$ cat src/rtl/cdb_broadcast_arbiter_if.sv
// Common data bus handshake bundle: per-unit producer results in,
// registered single-result broadcast out.
interface cdb_broadcast_arbiter_if #(
    parameter int ROB    = 2,
    parameter int WIDTH  = 31,
    parameter int NUM_FU = 4
);
    logic [NUM_FU-1:0]           fuValid;
    logic [NUM_FU*(ROB+1)-1:0]   fuRobEntry;
    logic [NUM_FU*(WIDTH+1)-1:0] fuResult;
    logic [NUM_FU-1:0]           fuReady;
    logic                        cdbValid;
    logic [ROB:0]                cdbRobEntry;
    logic [WIDTH:0]              cdbResult;

    modport master (
        output fuValid, fuRobEntry, fuResult,
        input  fuReady, cdbValid, cdbRobEntry, cdbResult
    );

    modport slave (
        input  fuValid, fuRobEntry, fuResult,
        output fuReady, cdbValid, cdbRobEntry, cdbResult
    );
endinterface

$ cat src/rtl/cdb_broadcast_arbiter.sv
// CDB transmit side: per-unit 2-entry result FIFOs, round-robin
// selection and a registered one-result-per-cycle broadcast.
module cdb_broadcast_arbiter #(
    parameter int ROB    = 2,
    parameter int WIDTH  = 31,
    parameter int NUM_FU = 4
) (
    input  logic clk,
    input  logic resetN,
    input  logic flush,
    cdb_broadcast_arbiter_if.slave bus
);
    localparam int TW = ROB + 1;
    localparam int DW = WIDTH + 1;
    localparam int PW = (NUM_FU > 1) ? $clog2(NUM_FU) : 1;

    typedef struct packed {
        logic          validBroadcast;
        logic [TW-1:0] robEntry;
        logic [DW-1:0] result;
    } cdb_t;

    cdb_t                 r_commonDataBus;
    logic [PW-1:0]        r_rrPtr;
    logic [NUM_FU-1:0]    w_ready;
    logic [NUM_FU-1:0]    w_push;
    logic [NUM_FU-1:0]    w_pop;
    logic [NUM_FU-1:0]    w_nonEmpty;
    logic [NUM_FU*TW-1:0] w_headTag;
    logic [NUM_FU*DW-1:0] w_headRes;
    logic                 w_gntAny;
    logic [PW-1:0]        w_gnt;
    logic [PW-1:0]        w_idx;

    for (genvar i = 0; i < NUM_FU; i++) begin : g_fu
        logic [TW-1:0] r_tag0, r_tag1;
        logic [DW-1:0] r_res0, r_res1;
        logic [1:0]    r_cnt;
        logic [TW-1:0] w_inTag;
        logic [DW-1:0] w_inRes;

        assign w_inTag = bus.fuRobEntry[i*TW +: TW];
        assign w_inRes = bus.fuResult[i*DW +: DW];
        assign w_ready[i] = (r_cnt != 2'd2) & ~flush & resetN;
        assign w_push[i] = bus.fuValid[i] & w_ready[i];
        assign w_nonEmpty[i] = (r_cnt != 2'd0);
        assign w_headTag[i*TW +: TW] = r_tag0;
        assign w_headRes[i*DW +: DW] = r_res0;

        // Entry 0 is always the head; entry 1 shifts down on pop.
        always_ff @(posedge clk or negedge resetN) begin
            if (!resetN) begin
                r_cnt  <= 2'd0;
                r_tag0 <= '0;
                r_tag1 <= '0;
                r_res0 <= '0;
                r_res1 <= '0;
            end else if (flush) begin
                r_cnt <= 2'd0;
            end else begin
                case ({w_push[i], w_pop[i]})
                    2'b10: begin
                        if (r_cnt == 2'd0) begin
                            r_tag0 <= w_inTag;
                            r_res0 <= w_inRes;
                        end else begin
                            r_tag1 <= w_inTag;
                            r_res1 <= w_inRes;
                        end
                        r_cnt <= r_cnt + 2'd1;
                    end
                    2'b01: begin
                        r_tag0 <= r_tag1;
                        r_res0 <= r_res1;
                        r_cnt  <= r_cnt - 2'd1;
                    end
                    2'b11: begin
                        if (r_cnt == 2'd1) begin
                            r_tag0 <= w_inTag;
                            r_res0 <= w_inRes;
                        end else begin
                            r_tag0 <= r_tag1;
                            r_res0 <= r_res1;
                            r_tag1 <= w_inTag;
                            r_res1 <= w_inRes;
                        end
                    end
                    default: ;
                endcase
            end
        end
    end

    always_comb begin
        w_gntAny = 1'b0;
        w_gnt    = '0;
        w_idx    = '0;
        w_pop    = '0;
        for (int k = 0; k < NUM_FU; k++) begin
            w_idx = PW'((int'(r_rrPtr) + k) % NUM_FU);
            if (!w_gntAny && w_nonEmpty[w_idx]) begin
                w_gntAny = 1'b1;
                w_gnt    = w_idx;
            end
        end
        if (w_gntAny)
            w_pop[w_gnt] = 1'b1;
    end

    // Pointer holds across a flush even if a grant was computed.
    always_ff @(posedge clk or negedge resetN) begin
        if (!resetN)
            r_rrPtr <= '0;
        else if (!flush && w_gntAny)
            r_rrPtr <= (w_gnt == PW'(NUM_FU - 1)) ? '0
                     : w_gnt + PW'(1);
    end

    always_ff @(posedge clk or negedge resetN) begin
        if (!resetN) begin
            r_commonDataBus <= '0;
        end else if (flush || !w_gntAny) begin
            r_commonDataBus.validBroadcast <= 1'b0;
        end else begin
            r_commonDataBus.validBroadcast <= 1'b1;
            r_commonDataBus.robEntry <=
                w_headTag[int'(w_gnt)*TW +: TW];
            r_commonDataBus.result <=
                w_headRes[int'(w_gnt)*DW +: DW];
        end
    end

    assign bus.fuReady     = w_ready;
    assign bus.cdbValid    = r_commonDataBus.validBroadcast;
    assign bus.cdbRobEntry = r_commonDataBus.robEntry;
    assign bus.cdbResult   = r_commonDataBus.result;
endmodule
$ cat src/flat_wrapper.sv
// flat-port wrapper written by rule: the top's interface ports become plain ports
module cdb_broadcast_arbiter_flat 
#(
    parameter int ROB    = 2,
    parameter int WIDTH  = 31,
    parameter int NUM_FU = 4
)
  (clk, resetN, flush, bus_fuValid, bus_fuRobEntry, bus_fuResult, bus_fuReady, bus_cdbValid, bus_cdbRobEntry, bus_cdbResult);
  cdb_broadcast_arbiter_if #(.ROB(ROB), .WIDTH(WIDTH), .NUM_FU(NUM_FU)) bus_i ();
  input  logic clk;
  input  logic resetN;
  input  logic flush;
  input wire logic [$bits(bus_i.fuValid)-1:0] bus_fuValid;
  input wire logic [$bits(bus_i.fuRobEntry)-1:0] bus_fuRobEntry;
  input wire logic [$bits(bus_i.fuResult)-1:0] bus_fuResult;
  output wire logic [$bits(bus_i.fuReady)-1:0] bus_fuReady;
  output wire logic [$bits(bus_i.cdbValid)-1:0] bus_cdbValid;
  output wire logic [$bits(bus_i.cdbRobEntry)-1:0] bus_cdbRobEntry;
  output wire logic [$bits(bus_i.cdbResult)-1:0] bus_cdbResult;
  assign bus_i.fuValid = bus_fuValid;
  assign bus_i.fuRobEntry = bus_fuRobEntry;
  assign bus_i.fuResult = bus_fuResult;
  assign bus_fuReady = bus_i.fuReady;
  assign bus_cdbValid = bus_i.cdbValid;
  assign bus_cdbRobEntry = bus_i.cdbRobEntry;
  assign bus_cdbResult = bus_i.cdbResult;
  cdb_broadcast_arbiter #(.ROB(ROB), .WIDTH(WIDTH), .NUM_FU(NUM_FU)) u_core (.clk(clk), .resetN(resetN), .flush(flush), .bus(bus_i));
endmodule
$ cat config.mk
export PLATFORM = sky130hd
export DESIGN_NAME = cdb_broadcast_arbiter_flat
export DESIGN_NICKNAME = d
export VERILOG_FILES = /design/src/rtl/cdb_broadcast_arbiter_if.sv /design/src/rtl/cdb_broadcast_arbiter.sv /design/src/flat_wrapper.sv
export SDC_FILE = /design/constraint.sdc
export NUM_CORES = 1
export LEC_CHECK = 0
export ABC_AREA = 1
export CORE_ASPECT_RATIO = 1.2
export CORE_MARGIN = 2
export CORE_UTILIZATION = 58
export CTS_CLUSTER_SIZE = 10
export DETAILED_ROUTE_END_ITERATION = 10
export PLACE_DENSITY = 0.81
export SETUP_SLACK_MARGIN = 0.02
export SLEW_MARGIN = 40
export SYNTH_ARGS = -nofsm -noshare
export SYNTH_HDL_FRONTEND = slang
export SYNTH_SLANG_ARGS = --single-unit
$ cat constraint.sdc
create_clock -name clk -period 3.01 [get_ports clk]
set_input_delay 0.301 -clock clk [delete_from_list [all_inputs] [get_ports clk]]
set_output_delay 0.301 -clock clk [all_outputs]
set_load 0.02 [all_outputs]
; Yosys cells after proc, flatten, opt, wreduce, memory -nomap -nowiden
; Cells that the tools add are included.
; W data, S select, Z words.
[totals]
output_inout_bits = 40
reg_bits = 326
wordCells = 207
in_bits = 147
[classes]
multipliers = 1
mux = 77
order_cmp = 6
n_reduce_logical = 39
shifts = 2
bitwise = 13
addsub = 12
eq_ne = 33
[op_table]
columns = operator, count
row1 = $mux W32, 16
row2 = $pmux W32 S3, 4
row3 = $pmux W32 S2, 4
row4 = $shiftx A128 B8 Y32, 1
row5 = $mux W3, 16
row6 = $pmux W3 S3, 4
row7 = $shiftx A12 B32 Y3, 1
row8 = $ne A2 B2 Y1 const B, 12
row9 = $pmux W3 S2, 4
row10 = $reduce_bool A3 Y1, 8
row11 = $eq A2 B2 Y1 const B, 9
row12 = $mux W2, 9
row13 = $eq A2 B1 Y1 const B, 8
row14 = $pmux W2 S2, 4
row15 = $reduce_and A4 Y1, 4
row16 = $reduce_bool A2 Y1, 8
row17 = $lt A2 B3 Y1 const B, 5
row18 = $add A2 B1 Y2 const B, 6
row19 = $and A1 B1 Y1, 12
row20 = $reduce_and A3 Y1, 4
row21 = $mux W1, 10
row22 = $bmux W1 S2, 4
row23 = $logic_not A2 Y1, 4
row24 = $ne A2 B1 Y1 const B, 4
row25 = 10 further kinds, 22

; Depth between registers and ports, before layout
[depth]
depth_word = 21
mapped_depth = 20
ltp_nobuf = 18

; Worst setup path after synthesis
; OpenSTA, ideal clock, no wires.
[synth_path]
path_kind = reg-to-reg
from = register u_core.g_fu[2].r_cnt[0]
to = register u_core.g_fu[1].r_res1[10]
n_path_buf = 2
synth_period_minus_slack_ns = 2.390
setup_time_ns = 0.121
required_ns = 2.889
stages_incl_launch_ff = 18
setup_slack_ns = 0.620
arrival_ns = 2.269
path_cell_list = dfrtp_1 > inv_1 > ha_1 > inv_1 > nand2_1 > nand2_1 > nand2_1 > nand2_2 > nor2_4 > nand3_1 > a21oi_2 > nand2_2 > buf_6 > nor2_8 > nand2_1 > o21ai_2 > buf_4 > o21ai_1
[synth_between]
elab_chain_len = 21
elab_cells_between_ends = 36
cone_classes = order compare: 2 / eq/ne: 4 / mux: 20 / reduce/logical: 10
[synth_rtl]
columns = item, line_no
row1 = start: declaration, cdb_broadcast_arbiter.sv:38  ; logic [1:0] r_cnt;
row2 = start signal: assignment, cdb_broadcast_arbiter.sv:70  ; r_cnt <= r_cnt + 2'd1;
row3 = start signal: assignment, cdb_broadcast_arbiter.sv:75  ; r_cnt <= r_cnt - 2'd1;
row4 = $reduce_bool A2 Y1 (*), cdb_broadcast_arbiter.sv:46  ; assign w_nonEmpty[i] = (r_cnt != 2'd0);
row5 = $bmux W1 S2, cdb_broadcast_arbiter.sv:101  ; if (!w_gntAny && w_nonEmpty[w_idx]) begin
row6 = $mux W1 (not written as such), cdb_broadcast_arbiter.sv:101
row7 = $mux W1, cdb_broadcast_arbiter.sv:101
row8 = $logic_not A1 Y1, cdb_broadcast_arbiter.sv:101
row9 = $logic_and A1 B1 Y1, cdb_broadcast_arbiter.sv:101
row10 = $mux W1, cdb_broadcast_arbiter.sv:101
row11 = $logic_not A1 Y1, cdb_broadcast_arbiter.sv:101
row12 = [5 not listed], n/a
row13 = $lt A2 B3 Y1 (not written as such) / $ge A2 B1 Y1 (equally long branches), cdb_broadcast_arbiter.sv:107  ; w_pop[w_gnt] = 1'b1;
row14 = $logic_and A1 B1 Y1 (not written as such), cdb_broadcast_arbiter.sv:107
row15 = $mux W1 (not written as such), cdb_broadcast_arbiter.sv:107
row16 = $demux W1 S2, n/a
row17 = $mux W4 (*), cdb_broadcast_arbiter.sv:106  ; if (w_gntAny)
row18 = $eq A2 B2 Y1, cdb_broadcast_arbiter.sv:61  ; case ({w_push[i], w_pop[i]})
row19 = $ne A2 B2 Y1 (no source line) / $reduce_bool A2 Y1 (equally long branches), n/a
row20 = $reduce_and A4 Y1 (no source line), n/a
row21 = end signal: assignment, cdb_broadcast_arbiter.sv:68  ; r_res1 <= w_inRes;
row22 = end signal: assignment, cdb_broadcast_arbiter.sv:85  ; r_res1 <= w_inRes;
row23 = end: declaration, cdb_broadcast_arbiter.sv:37  ; logic [DW-1:0] r_res0, r_res1;
; Every way passes the cells marked *; elsewhere a longest branch is shown, timed or not. The select of a mux whose other input is x is not followed.
; A chain may end at the register's enable or synchronous reset.

; Worst setup path after layout
[layout_path]
from = register u_core.g_fu[2].r_cnt[0]
to = register u_core.g_fu[3].r_res1[9]
[layout_between]
elab_chain_len = 21
elab_cells_between_ends = 36
cone_classes = order compare: 2 / eq/ne: 4 / mux: 20 / reduce/logical: 10
[layout_rtl]
columns = item, line_no
row1 = $reduce_bool A2 Y1 (*), cdb_broadcast_arbiter.sv:46
row2 = $bmux W1 S2, cdb_broadcast_arbiter.sv:101
row3 = $mux W1 (not written as such), cdb_broadcast_arbiter.sv:101
row4 = $mux W1, cdb_broadcast_arbiter.sv:101
row5 = $logic_not A1 Y1, cdb_broadcast_arbiter.sv:101
row6 = $logic_and A1 B1 Y1, cdb_broadcast_arbiter.sv:101
row7 = $mux W1, cdb_broadcast_arbiter.sv:101
row8 = $logic_not A1 Y1, cdb_broadcast_arbiter.sv:101
row9 = [5 not listed], n/a
row10 = $lt A2 B3 Y1 (not written as such) / $ge A2 B1 Y1 (equally long branches), cdb_broadcast_arbiter.sv:107
row11 = $logic_and A1 B1 Y1 (not written as such), cdb_broadcast_arbiter.sv:107
row12 = $mux W1 (not written as such), cdb_broadcast_arbiter.sv:107
row13 = $demux W1 S2, n/a
row14 = $mux W4 (*), cdb_broadcast_arbiter.sv:106
row15 = $eq A2 B2 Y1, cdb_broadcast_arbiter.sv:61
row16 = $ne A2 B2 Y1 (no source line) / $reduce_bool A2 Y1 (equally long branches), n/a
row17 = $reduce_and A4 Y1 (no source line), n/a
row18 = end signal: assignment, cdb_broadcast_arbiter.sv:68
row19 = end signal: assignment, cdb_broadcast_arbiter.sv:85
row20 = end: declaration, cdb_broadcast_arbiter.sv:37
; Marks and branches as above.

==> flow_metrics.tcl <==
set metrics [dict create \
    status "complete, no violations" \
    startpoint_type "flip-flop" \
    synth_commonest_cells "nand2_1, dfrtp_1, nor2_1" \
    wire_per_inst_um 17.7 \
    finalSetupViolations 0 \
    post_cts_buffers 0 \
    syn-num-nets 2867 \
    fmax_mhz 358 \
    crit_arrival_ns 3.24 \
    drc_errors 0 \
    post-route-period-util_pct 92.9 \
    layout.nets 2996 \
    antenna_found_initial 1 \
    htree_levels 2 \
    routed_wl_um 57400 \
    grt_pass1_vias 16942 \
    drt-initial-drc-count 2248 \
    io_pins 187 \
    finalMaxSlewViolations 0 \
    clkSlewWorstSetupHoldPaths_ns 0.06 \
    yosysUniqueCellTypes 30 \
    cts_tree "done" \
    dieArea_um2 32900 \
    cp_max_fo 70 \
    hpwl_um 39600 \
    die_x_um 166 \
    die_h_um 198 \
    synth_area_um2 18200 \
    hold_path.class "primary input to flip-flop" \
    synth_seq_cells 326 \
    async_flop_share_pct 100 \
    port_buffers 186 \
    start_util_pct 58.4 \
    cts_buffers 39 \
    min_period_ns 2.80 \
    areaGrowthSynthToFinish_pct 18.9 \
    synth_edf_count 0 \
    yosysMostFrequentCell "nand2_1" \
    rsz0062_at_grt "false" \
    gp_congestion 0.957 \
    ant_nets 0 \
    cts-root-buf "clkbuf_16" \
    whs_ns 0.378 \
    worstSetupEndpointType "flip-flop" \
    grt_max_degree 151 \
    worst_slack_ns 0.213 \
    post-route-util_pct 69.5 \
    finalHoldViolations 0 \
    syn-instance-count 2704 \
    clockBufferDepth 3 \
    yosysSeqAreaShare_pct 44.8 \
    cts_sinks 326 \
    crit_required_ns 3.46 \
    gr-total-overflow 0 \
    grt_pass1_wl_um 91700 \
    yosys.area.top_type "dfrtp_1" \
    drive_above_1_share_pct 5.17 \
    via_count 18364 \
    yosys_warnings 0 \
    fin_worst_skew_ns 0.0117 \
    ys.flop_type "dfrtp_1" \
    worst-slew-pin-transition_ns 0.781 \
    critPathKind "flip-flop to flip-flop" \
    track_usage_pct 34.8 \
    maxSlewHeadroom_pct 47.9 \
    setup-tns-final_ns 0 \
    viasPerCell 5.66 \
    synth_top_cell_area_share_pct 44.8 \
    dr.pass1.iters 6 \
    dp_slack_ns 0.197 \
    clk_latency_ns 0.53 \
    syn_avg_cell_area_um2 6.74 \
    synth.area.top_cells "dfrtp_1, nand2_1, o21ai_0, nor2_1, nand3_1" \
    nFillCells 2563 \
    drv_cap 0 \
    coreArea_um2 31200 \
    rows 71 \
]
[final timing paths]
| path | startpoint | endpoint | slack (ns) | cells past startpoint |
|---|---|---|---|---|
| hold / removal | bus_fuResult[25] | u_core.g_fu[0].r_res1[25]$_DFFE_PN0P_ | 0.38 | 3 |
| hold reg to reg | u_core.bus.cdbResult[6]$_DFFE_PN0P_ | u_core.bus.cdbResult[6]$_DFFE_PN0P_ | 0.48 | 2 |
| max in group asynchronous | resetN | u_core.g_fu[1].r_res0[13]$_DFFE_PN0P_ | 1.24 | 5 |
| setup reg to reg | u_core.g_fu[2].r_cnt[0]$_DFFE_PN0P_ | u_core.g_fu[3].r_res1[9]$_DFFE_PN0P_ | 0.21 | 18 |
| setup / recovery | u_core.g_fu[2].r_cnt[0]$_DFFE_PN0P_ | u_core.g_fu[3].r_res1[9]$_DFFE_PN0P_ | 0.21 | 18 |
| min in group asynchronous | resetN | u_core.bus.cdbResult[5]$_DFFE_PN0P_ | 0.50 | 3 |
[layout make-up]
type                       instances  area, µm²  area share [%]
multi-input combinational       2075       8820            40.7
sequential                       326       8160            37.7
timing repair buffer             248       2560            11.8
clock buffer                      51       1070            4.96
inverter                         143        537            2.48
tap                              401        502            2.32
clock inverter                     1       5.00          0.0231
antenna                            1       2.50          0.0116
[layout by cell type (no fill, tap or decap), types with 2 or more instances in the layout]
| cell type | instances |
|---|---|
| buf_4 | 41 |
| ha_2 | 4 |
| o21ai_4 | 3 |
| a21oi_1 | 2 |
| nand3_1 | 157 |
| a21oi_4 | 2 |
| a21oi_2 | 2 |
| inv_2 | 5 |
| o21ai_0 | 247 |
| clkbuf_1 | 9 |
| buf_16 | 2 |
| clkbuf_16 | 41 |
| nand4_1 | 38 |
| nand2_2 | 7 |
| o21ai_1 | 52 |
| ha_1 | 12 |
| nand2_1 | 1210 |
| nor2_4 | 7 |
| inv_1 | 137 |
| dfrtp_1 | 326 |
| nor2_2 | 8 |
| clkdlybuf4s50_1 | 185 |
| buf_12 | 14 |
| nor2_1 | 317 |
| buf_6 | 4 |
[kinds of logic (layout without fill, tap and decap cells)]
| kind of cell | after synthesis | count (layout) | synth area share [%] |
|---|---|---|---|
| DFF | 326 | 326 | 44.8 |
| adders and majority gates | 16 | 16 | 1.10 |
| AOI/OAI and AO/OA | 310 | 310 | 8.71 |
| and+or+nand+nor | 1749 | 1749 | 38.3 |
| buffers and inverters | 303 | 443 | 7.10 |
| other | 0 | 1 | 0 |
[registers in the layout, summed over array words and instances (netlist names)]
name	flops
u_core.g_fu.r_res1	128
u_core.r_rrPtr	2
u_core.g_fu.r_res0	128
u_core.bus.cdbValid	1
u_core.g_fu.r_cnt	8
u_core.g_fu.r_tag1	12
u_core.bus.cdbRobEntry	3
u_core.g_fu.r_tag0	12
u_core.bus.cdbResult	32
[metrics by stage]
| step | std cells | instance area, µm² |
|---|---|---|
| 5_1_grt | 3245 | 21700 |
| 4_1_cts | 3244 | 21600 |
| 6_report | 3246 | 21700 |
| 3_5_place_dp | 3191 | 20500 |
| 3_3_place_gp | 3190 | 20500 |
| 2_1_floorplan | 2704 | 18200 |
[what timing repair did]
| action | 4_1_cts | 5_1_grt |
|---|---|---|
| gates resized for setup | 0 | 6 |
| endpoints found under the setup margin | 0 | 136 |
| hold buffers | 1 | 0 |
| hold endpoints to repair | 38 | 0 |
[worst max-delay path, stage by stage, from the launching register on]
cell and delay [ns]:
dfrtp_1 0.39, inv_1 0.14, ha_2 0.25, inv_1 0.07, nand2_1 0.06, nand2_1 0.07
nand2_1 0.09, nand2_2 0.11, nor2_4 0.13, nand3_1 0.14, nand3_2 0.17, nand2_2 0.11
buf_4 0.17, nor2_4 0.11, nand2_1 0.11, o21ai_4 0.08, buf_12 0.30, nand2_1 0.11
o21ai_1 0.10
[metal layers]
metal  part of all wire [%]  vias to the layer above  global-route usage [%]
met5                      0                        -                       0
met4                    5.3                        0                    16.7
met3                    9.1                      173                    6.72
met2                     47                      972                    55.7
met1                     39                     8553                    45.7
li1                       -                     8666                       -
Power is not shown: default switching activity piles up to over one toggle a cycle in this logic, so the estimate is an artifact.
